$ cat src/rtl/dec_adjust_pkg.sv
// dec_adjust_pkg -- shared definitions for the decimal-adjust pipeline.
//   ADJ_LO / ADJ_HI / BCD_MAX : BCD correction constants
//   flags_t                   : {c, n, z, v} flag bundle
//   op_t                      : ADC / SBC operation encoding
//   front_t / back_t          : stage-1 and stage-2 payloads
//   apply_adjust()            : stage-2 work (apply adjust, form n/z)
// Optional feature macro: DEC_NZ_FIX_EN (n/z taken from the corrected result).
package dec_adjust_pkg;

  localparam logic [7:0] ADJ_LO  = 8'h06;
  localparam logic [7:0] ADJ_HI  = 8'h60;
  localparam logic [7:0] BCD_MAX = 8'h99;

  typedef struct packed {
    logic c;
    logic n;
    logic z;
    logic v;
  } flags_t;

  typedef enum logic {
    ADC = 1'b0,
    SBC = 1'b1
  } op_t;

  typedef struct packed {
    logic [7:0] adj;
    logic [7:0] bin;
    flags_t     flg;
  } front_t;

  typedef struct packed {
    logic [7:0] res;
    flags_t     flg;
  } back_t;

  function automatic back_t apply_adjust(input front_t f);
    back_t r;
    r.res = f.bin + f.adj;  // modulo-256 wrap is intended
    r.flg = f.flg;
`ifdef DEC_NZ_FIX_EN
    r.flg.n = r.res[7];
    r.flg.z = (r.res == 8'h00);
`endif
    return r;
  endfunction

endpackage

$ cat src/rtl/dec_adjust_stage.sv
// dec_adjust_stage -- one valid/ready pipeline register.
//   clk, rst              : clock, synchronous active-high reset
//   in_valid / in_ready   : upstream handshake
//   in_data [W-1:0]       : payload in
//   out_valid / out_ready : downstream handshake
//   out_data [W-1:0]      : registered payload out (held while stalled)
module dec_adjust_stage #(
  parameter int W = 8
) (
  input  logic         clk,
  input  logic         rst,
  input  logic         in_valid,
  output logic         in_ready,
  input  logic [W-1:0] in_data,
  output logic         out_valid,
  input  logic         out_ready,
  output logic [W-1:0] out_data
);

  logic         valid_q, valid_d;
  logic [W-1:0] data_q, data_d;

  // Ready when empty or when the held entry leaves this cycle.
  assign in_ready  = !valid_q || out_ready;
  assign out_valid = valid_q;
  assign out_data  = data_q;

  always_comb begin
    valid_d = valid_q;
    data_d  = data_q;
    if (in_ready) begin
      valid_d = in_valid;
    end
    if (in_valid && in_ready) begin
      data_d = in_data;
    end
  end

  always_ff @(posedge clk) begin
    if (rst) begin
      valid_q <= 1'b0;
      data_q  <= '0;
    end else begin
      valid_q <= valid_d;
      data_q  <= data_d;
    end
  end

endmodule

$ cat src/rtl/dec_adjust.sv
// dec_adjust -- pipelined BCD adjust and flag generation for an 8-bit ALU.
//   clk, rst              : clock, synchronous active-high reset
//   in_valid / in_ready   : input handshake
//   dec, sub              : decimal mode, operation (1 = SBC)
//   a, b                  : original operands (b un-inverted)
//   bin, hc, co           : binary adder result, carry out of bit 3 / bit 7
//   out_valid / out_ready : output handshake
//   res, c, n, z, v       : adjusted result and flags
// Parameter STAGES (1 or 2): pipeline depth.
// Optional feature macro: DEC_NZ_FIX_EN (n/z from corrected res; else from bin).
module dec_adjust
  import dec_adjust_pkg::*;
#(
  parameter int STAGES = 2
) (
  input  logic       clk,
  input  logic       rst,
  input  logic       in_valid,
  output logic       in_ready,
  input  logic       dec,
  input  logic       sub,
  input  logic [7:0] a,
  input  logic [7:0] b,
  input  logic [7:0] bin,
  input  logic       hc,
  input  logic       co,
  output logic       out_valid,
  input  logic       out_ready,
  output logic [7:0] res,
  output logic       c,
  output logic       n,
  output logic       z,
  output logic       v
);

  localparam int FW = $bits(front_t);
  localparam int BW = $bits(back_t);

  op_t    op;
  logic   lo_fix, hi_fix, bx7;
  front_t front;
  back_t  back_in, back_q;
  logic   unused_bits;

  assign op          = op_t'(sub);
  assign bx7         = b[7] ^ sub;
  assign unused_bits = ^{a[6:0], b[6:0]};

  always_comb begin
    front  = '0;
    lo_fix = (op == SBC) ? !hc : (hc || (bin[3:0] > 4'd9));
    hi_fix = (op == SBC) ? !co : (co || (bin > BCD_MAX));
    if (dec) begin
      if (lo_fix) front.adj = (op == SBC) ? front.adj - ADJ_LO : front.adj + ADJ_LO;
      if (hi_fix) front.adj = (op == SBC) ? front.adj - ADJ_HI : front.adj + ADJ_HI;
    end
    front.bin   = bin;
    front.flg.c = (dec && op == ADC) ? (co || (bin > BCD_MAX)) : co;
    front.flg.v = (a[7] ~^ bx7) & (a[7] ^ bin[7]);
    // NMOS flags come straight from the binary sum.
    front.flg.n = bin[7];
    front.flg.z = (bin == 8'h00);
  end

  generate
    if (STAGES == 1) begin : g_one
      assign back_in = apply_adjust(front);

      dec_adjust_stage #(.W(BW)) u_s2 (
        .clk       (clk),
        .rst       (rst),
        .in_valid  (in_valid),
        .in_ready  (in_ready),
        .in_data   (back_in),
        .out_valid (out_valid),
        .out_ready (out_ready),
        .out_data  (back_q)
      );
    end else begin : g_two
      front_t s1_data;
      logic   s1_valid, s1_ready;

      dec_adjust_stage #(.W(FW)) u_s1 (
        .clk       (clk),
        .rst       (rst),
        .in_valid  (in_valid),
        .in_ready  (in_ready),
        .in_data   (front),
        .out_valid (s1_valid),
        .out_ready (s1_ready),
        .out_data  (s1_data)
      );

      assign back_in = apply_adjust(s1_data);

      dec_adjust_stage #(.W(BW)) u_s2 (
        .clk       (clk),
        .rst       (rst),
        .in_valid  (s1_valid),
        .in_ready  (s1_ready),
        .in_data   (back_in),
        .out_valid (out_valid),
        .out_ready (out_ready),
        .out_data  (back_q)
      );
    end
  endgenerate

  assign res = back_q.res;
  assign c   = back_q.flg.c;
  assign n   = back_q.flg.n;
  assign z   = back_q.flg.z;
  assign v   = back_q.flg.v;

endmodule
$ cat config.mk
export PLATFORM = sky130hd
export DESIGN_NAME = dec_adjust
export DESIGN_NICKNAME = d
export VERILOG_FILES = /design/src/rtl/dec_adjust_pkg.sv /design/src/rtl/dec_adjust_stage.sv /design/src/rtl/dec_adjust.sv
export SDC_FILE = /design/constraint.sdc
export NUM_CORES = 1
export LEC_CHECK = 0
export CAP_MARGIN = 15
export CORE_ASPECT_RATIO = 0.5
export CORE_MARGIN = 2
export CORE_UTILIZATION = 30
export DETAILED_ROUTE_END_ITERATION = 6
export PLACE_DENSITY = 0.51
export SYNTH_ARGS = -nofsm -noshare
export SYNTH_HDL_FRONTEND = slang
export SYNTH_HIERARCHICAL = 1
export SYNTH_SLANG_ARGS = --single-unit
$ cat constraint.sdc
create_clock -name clk -period 2.1 [get_ports clk]
set_input_delay 0.315 -clock clk [delete_from_list [all_inputs] [get_ports clk]]
set_output_delay 0.315 -clock clk [all_outputs]
set_load 0.01 [all_outputs]
==> tab_implementation.tex, run 1 <==
\begin{tabular}{lr}
\hline
Metric & Value \\
\hline
\multicolumn{2}{l}{\textbf{Global route}} \\
\quad Antenna violations before repair & 0 \\
\quad Met3 capacity usage during global routing & 3.47\% \\
\quad Overall overflow remaining after global route & 0 \\
\quad Global router's overall resource usage & 12.6\% \\
\quad Via count of the first global-routing pass & 1,465 \\
\quad Most crowded layer after global routing & met2 \\
\quad Wire length of the first global-routing pass & 7.19 mm \\
\quad Maximum number of pins on one net before global-route repair & 42 \\
\quad Met1 capacity usage during global routing & 16.8\% \\
\quad Met2 routing resource usage after global routing & 20.1\% \\
\multicolumn{2}{l}{\textbf{Logic synthesis}} \\
\quad Compound-gate portion of the synthesized area & 35.8\% \\
\quad Post-Synth XOR/XNOR Area & 3.47\% \\
\quad Post-Synthesis Net Count & 256 \\
\quad Mean instance size in the synthesized netlist & 9.36 um\^{}2 \\
\quad Cell count after synthesis & 216 \\
\quad Number of distinct standard cells referenced by the synthesized netlist & 39 \\
\quad Share of synthesized cell area in full adder, half adder and majority cells & 5.32\% \\
\quad Combinational family with the most area after synthesis & compound AO/OA/AOI/OAI gates \\
\quad Area fraction in and, or, nand and nor cells after synthesis & 13.9\% \\
\quad Post-Syn Area & 0.00202 mm\^{}2 \\
\quad Count of flip-flops with a built-in enable after synthesis & 0 \\
\quad Most frequently used flop master after synthesis & sky130\_fd\_sc\_hd\_\_dfxtp\_1 \\
\quad Yosys warning count & 6 \\
\quad Fraction of synthesized area in multiplexers & 0\% \\
\quad Post-synthesis register bit count & 34 \\
\quad Post-synth ARST share & 0\% \\
\quad Register area share after synthesis & 33.7\% \\
\multicolumn{2}{l}{\textbf{Worst setup path}} \\
\quad Arrival @ worst endpoint & 2.09 ns \\
\quad Critical path endpoint category & register \\
\quad Critical path launch point type & register \\
\quad Number of buffers and inverters on the critical path & 0 \\
\quad Critical path class & reg2reg \\
\quad Path length in cells of the critical path & 8 \\
\quad Maximum fanout count along the critical path & 3 \\
\quad Highest cell delay on the worst timing path & 0.40 ns \\
\quad Slowest-stage cell, CP & sky130\_fd\_sc\_hd\_\_fa\_1 \\
\quad Data required, critical path & 2.26 ns \\
\quad R2R cell count & 8 \\
\quad Cell-by-cell trace of the critical path & ha\_1 -> fa\_1 -> a21o\_2 -> a21oi\_2 -> or4b\_1 -> o2111ai\_1 -> nand3\_1 -> a21oi\_1 \\
\quad Cell type group with the largest total delay on the critical path & compound AO/OA/AOI/OAI gates \\
\multicolumn{2}{l}{\textbf{Clock network}} \\
\quad Largest buffer count on any clock path & 2 \\
\quad Clock-pin transition on the worst setup and hold timing paths & 0.05 ns \\
\quad Post-CTS repair timing setup buffer count & 0 \\
\quad Hold buffer count at cts & 0 \\
\quad Number of buffers created by CTS & 5 \\
\quad TritonCTS clock tree & done \\
\quad Worst-Skew Late Latency & 0.28 ns \\
\quad Post-CTS sizing & 0 \\
\quad CTS root buf & sky130\_fd\_sc\_hd\_\_clkbuf\_16 \\
\quad Clk sink count & 34 \\
\quad Deepest level of the CTS H-tree & 2 \\
\multicolumn{2}{l}{\textbf{STA}} \\
\quad Count of pins over their slew limit & 0 \\
\quad Post-route setup TNS & 0 ns \\
\quad Worst setup margin & 0.167 ns \\
\quad Endpoints failing hold & 0 \\
\quad Final setup vio count & 0 \\
\quad Worst clock skew & 0.00349 ns \\
\quad RSZ-0062 raised after global routing & false \\
\quad Portion of the clock cycle consumed by the worst path in the final layout & 92.0\% \\
\quad Maximum frequency from static timing analysis & 0.517 GHz \\
\quad Post-layout minimum cycle time & 1.93 ns \\
\multicolumn{2}{l}{\textbf{Placement}} \\
\quad Global placer's final weighted congestion & 0.697 \\
\quad Worst setup slack after placement & 0.172 ns \\
\quad Cell area after placement & 0.00240 mm\^{}2 \\
\quad Detailed Place HPWL & 3.03 mm \\
\quad Port buffer count & 31 \\
\multicolumn{2}{l}{\textbf{Drt}} \\
\quad Via density per instance & 4.75 \\
\quad Avg WL per Cell & 13.1 um \\
\quad Number of nets with antenna violations after routing & 0 \\
\quad Drt total wl & 4.39 mm \\
\quad Final routed DRC violation total & 0 \\
\quad Number of violations reported at the end of detailed-routing iteration 0 & 107 \\
\quad Count of vias placed by the detailed router & 1,591 \\
\quad DRT Pass-1 Iters & 4 \\
\multicolumn{2}{l}{\textbf{Floorplanning}} \\
\quad Starting density of the core & 30.7\% \\
\quad Number of ports placed on the die boundary & 46 \\
\quad Floorplan row count & 21 \\
\quad Die area & 0.00745 mm\^{}2 \\
\quad Die Height & 62.1 um \\
\quad Die Span X & 120 um \\
\quad Placeable core area & 0.00660 mm\^{}2 \\
\multicolumn{2}{l}{\textbf{Final layout}} \\
\quad Most common cell after layout, fill and taps aside & sky130\_fd\_sc\_hd\_\_dfxtp\_1 \\
\quad Growth of design area from synthesis to finish & 26.1\% \\
\quad Antenna diode instance count & 0 \\
\quad Seq. cell area & 681 um\^{}2 \\
\quad Ratio of cells with drive above 1 in the final layout & 22.2\% \\
\quad Leading cell types in the layout, fill and taps excluded & sky130\_fd\_sc\_hd\_\_dfxtp\_1 (34), sky130\_fd\_sc\_hd\_\_nand3\_1 (32), sky130\_fd\_sc\_hd\_\_clkdlybuf4s50\_1 (31), sky130\_fd\_sc\_hd\_\_a21oi\_2 (25), sky130\_fd\_sc\_hd\_\_a21bo\_1 (25) \\
\quad Filler cells & 658 \\
\quad Number of nets in the finished design & 282 \\
\quad Final instance area & 0.00255 mm\^{}2 \\
\quad Area used by multi-input combinational logic & 0.00119 mm\^{}2 \\
\multicolumn{2}{l}{\textbf{Power}} \\
\quad Total power density per cell area & 659 mW/mm\^{}2 \\
\quad Share of total power in combinational logic & 14.9\% \\
\quad Fraction of power spent switching nets & 24.7\% \\
\quad Clk pwr share & 44.1\% \\
\quad Sequential Power Share & 41.0\% \\
\quad P\_sw & 415 uW \\
\quad Worst-case vdd ir drop & 0.307 mV \\
\quad Static leakage & 0.955 nW \\
\quad Cell-internal power & 1.27 mW \\
\multicolumn{2}{l}{\textbf{Worst hold path}} \\
\quad Hold Path Cell Cnt & 2 \\
\quad Hold Path Class & reg2reg \\
\multicolumn{2}{l}{\textbf{Outcome}} \\
\quad Status & finished clean \\
\multicolumn{2}{l}{\textbf{Flow run}} \\
\quad Max cap viols & 0 \\
\hline
\end{tabular}
## power by group through the flow
| stage | combinational (mW) | sequential [mW] | clock [mW] |
|---|---|---|---|
| after floorplan | 0.156 | 0.704 | 0 |
| after global placement | 0.247 | 0.702 | 0 |
| after detailed placement | 0.251 | 0.703 | 0 |
| after CTS | 0.252 | 0.689 | 0.761 |
| after global routing | 0.276 | 0.693 | 0.784 |
| final | 0.250 | 0.689 | 0.741 |
## logic make-up (layout without fill, tap and decap cells)
kind of cell | count (synthesis) | count (layout)
compound gates | 87 | 87
xor+xnor | 8 | 8
fa+ha+maj | 8 | 8
buf+inv | 26 | 53
flops | 34 | 34
other cells | 1 | 1
simple gates | 52 | 52
## tightest hold or removal path: cells and delay by family (launching register included)
kind / cells / cell delay, ns
AO/OA/AOI/OAI: 1 / 0.05
flip-flops: 1 / 0.31
AND/OR/NAND/NOR: 1 / 0.09
## final timing paths
path                          start                 endpoint  slack [ns]
min reg2reg  g_two.u_s1/out_data[3]   g_two.u_s2/out_data[3]        0.49
min          g_two.u_s1/out_data[3]   g_two.u_s2/out_data[3]        0.49
max reg2reg  g_two.u_s1/out_data[4]  g_two.u_s2/out_data[10]        0.17
max          g_two.u_s1/out_data[4]  g_two.u_s2/out_data[10]        0.17
## registers in the layout (all words and copies together), names as in the netlist
| name | count |
|---|---|
| g_two.u_s1/out_data | 20 |
| g_two.u_s2/out_data | 12 |
| g_two.u_s1/out_valid | 1 |
| g_two.u_s2/out_valid | 1 |
## through the flow
stage	hold slack [ns]	utilization (%)	total power, mW	instances
after global routing	0.510	38.6	1.75	335
after detailed placement	0.483	36.3	0.953	327
after floorplan	0.384	-	0.859	216
final	0.487	38.6	1.68	335
after global placement	0.478	36.3	0.950	327
after CTS	0.488	38.6	1.70	335
## final cells by class
type	count	share of cell area [%]
multi-input combinational	156	46.6
sequential	34	26.7
timing repair buffer	38	15.2
clock buffer	6	5.45
tap	92	4.52
inverter	7	1.03
clock inverter	2	0.491
## per-layer routing
| layer | vias to the layer above | part of all wire (%) |
|---|---|---|
| met2 | 20 | 43 |
| met1 | 744 | 52 |
| li1 | 821 | - |
| met3 | 6 | 3.3 |
| met4 | 0 | 1.2 |
| met5 | - | 0 |
## cell usage after synthesis, types with 2 or more instances
| cell | instances | area share [%] |
|---|---|---|
| sky130_fd_sc_hd__buf_1 | 2 | 0.37 |
| sky130_fd_sc_hd__xnor2_1 | 5 | 2.2 |
| sky130_fd_sc_hd__xor2_1 | 3 | 1.3 |
| sky130_fd_sc_hd__buf_2 | 9 | 2.2 |
| sky130_fd_sc_hd__nor3_1 | 2 | 0.50 |
| sky130_fd_sc_hd__a21o_1 | 2 | 0.74 |
| sky130_fd_sc_hd__dfxtp_1 | 34 | 34 |
| sky130_fd_sc_hd__inv_1 | 7 | 1.3 |
| sky130_fd_sc_hd__nand2_1 | 3 | 0.56 |
| sky130_fd_sc_hd__clkbuf_1 | 2 | 0.37 |
| sky130_fd_sc_hd__ha_1 | 7 | 4.3 |
| sky130_fd_sc_hd__nand2b_4 | 2 | 1.4 |
| sky130_fd_sc_hd__a21oi_2 | 25 | 11 |
| sky130_fd_sc_hd__a21oi_1 | 15 | 3.7 |
| sky130_fd_sc_hd__nand3_1 | 32 | 7.9 |
| sky130_fd_sc_hd__a21bo_2 | 7 | 3.5 |
| sky130_fd_sc_hd__nor2_1 | 6 | 1.1 |
| sky130_fd_sc_hd__a21bo_1 | 25 | 12 |
| sky130_fd_sc_hd__buf_6 | 4 | 2.2 |
| sky130_fd_sc_hd__o21ai_0 | 5 | 1.2 |
Power figures use the tool's default switching activity.
==> inputs of run 2 (changes only) <==
--- a/config.mk
+++ b/config.mk
@@ -11,6 +11,7 @@
 export CORE_UTILIZATION = 30
 export DETAILED_ROUTE_END_ITERATION = 6
 export PLACE_DENSITY = 0.51
+export SLEW_MARGIN = 10
 export SYNTH_ARGS = -nofsm -noshare
 export SYNTH_HDL_FRONTEND = slang
 export SYNTH_HIERARCHICAL = 1
==> results of run 2 <==
Same layout as run 1: the final DEF is identical, and so are final timing and power.
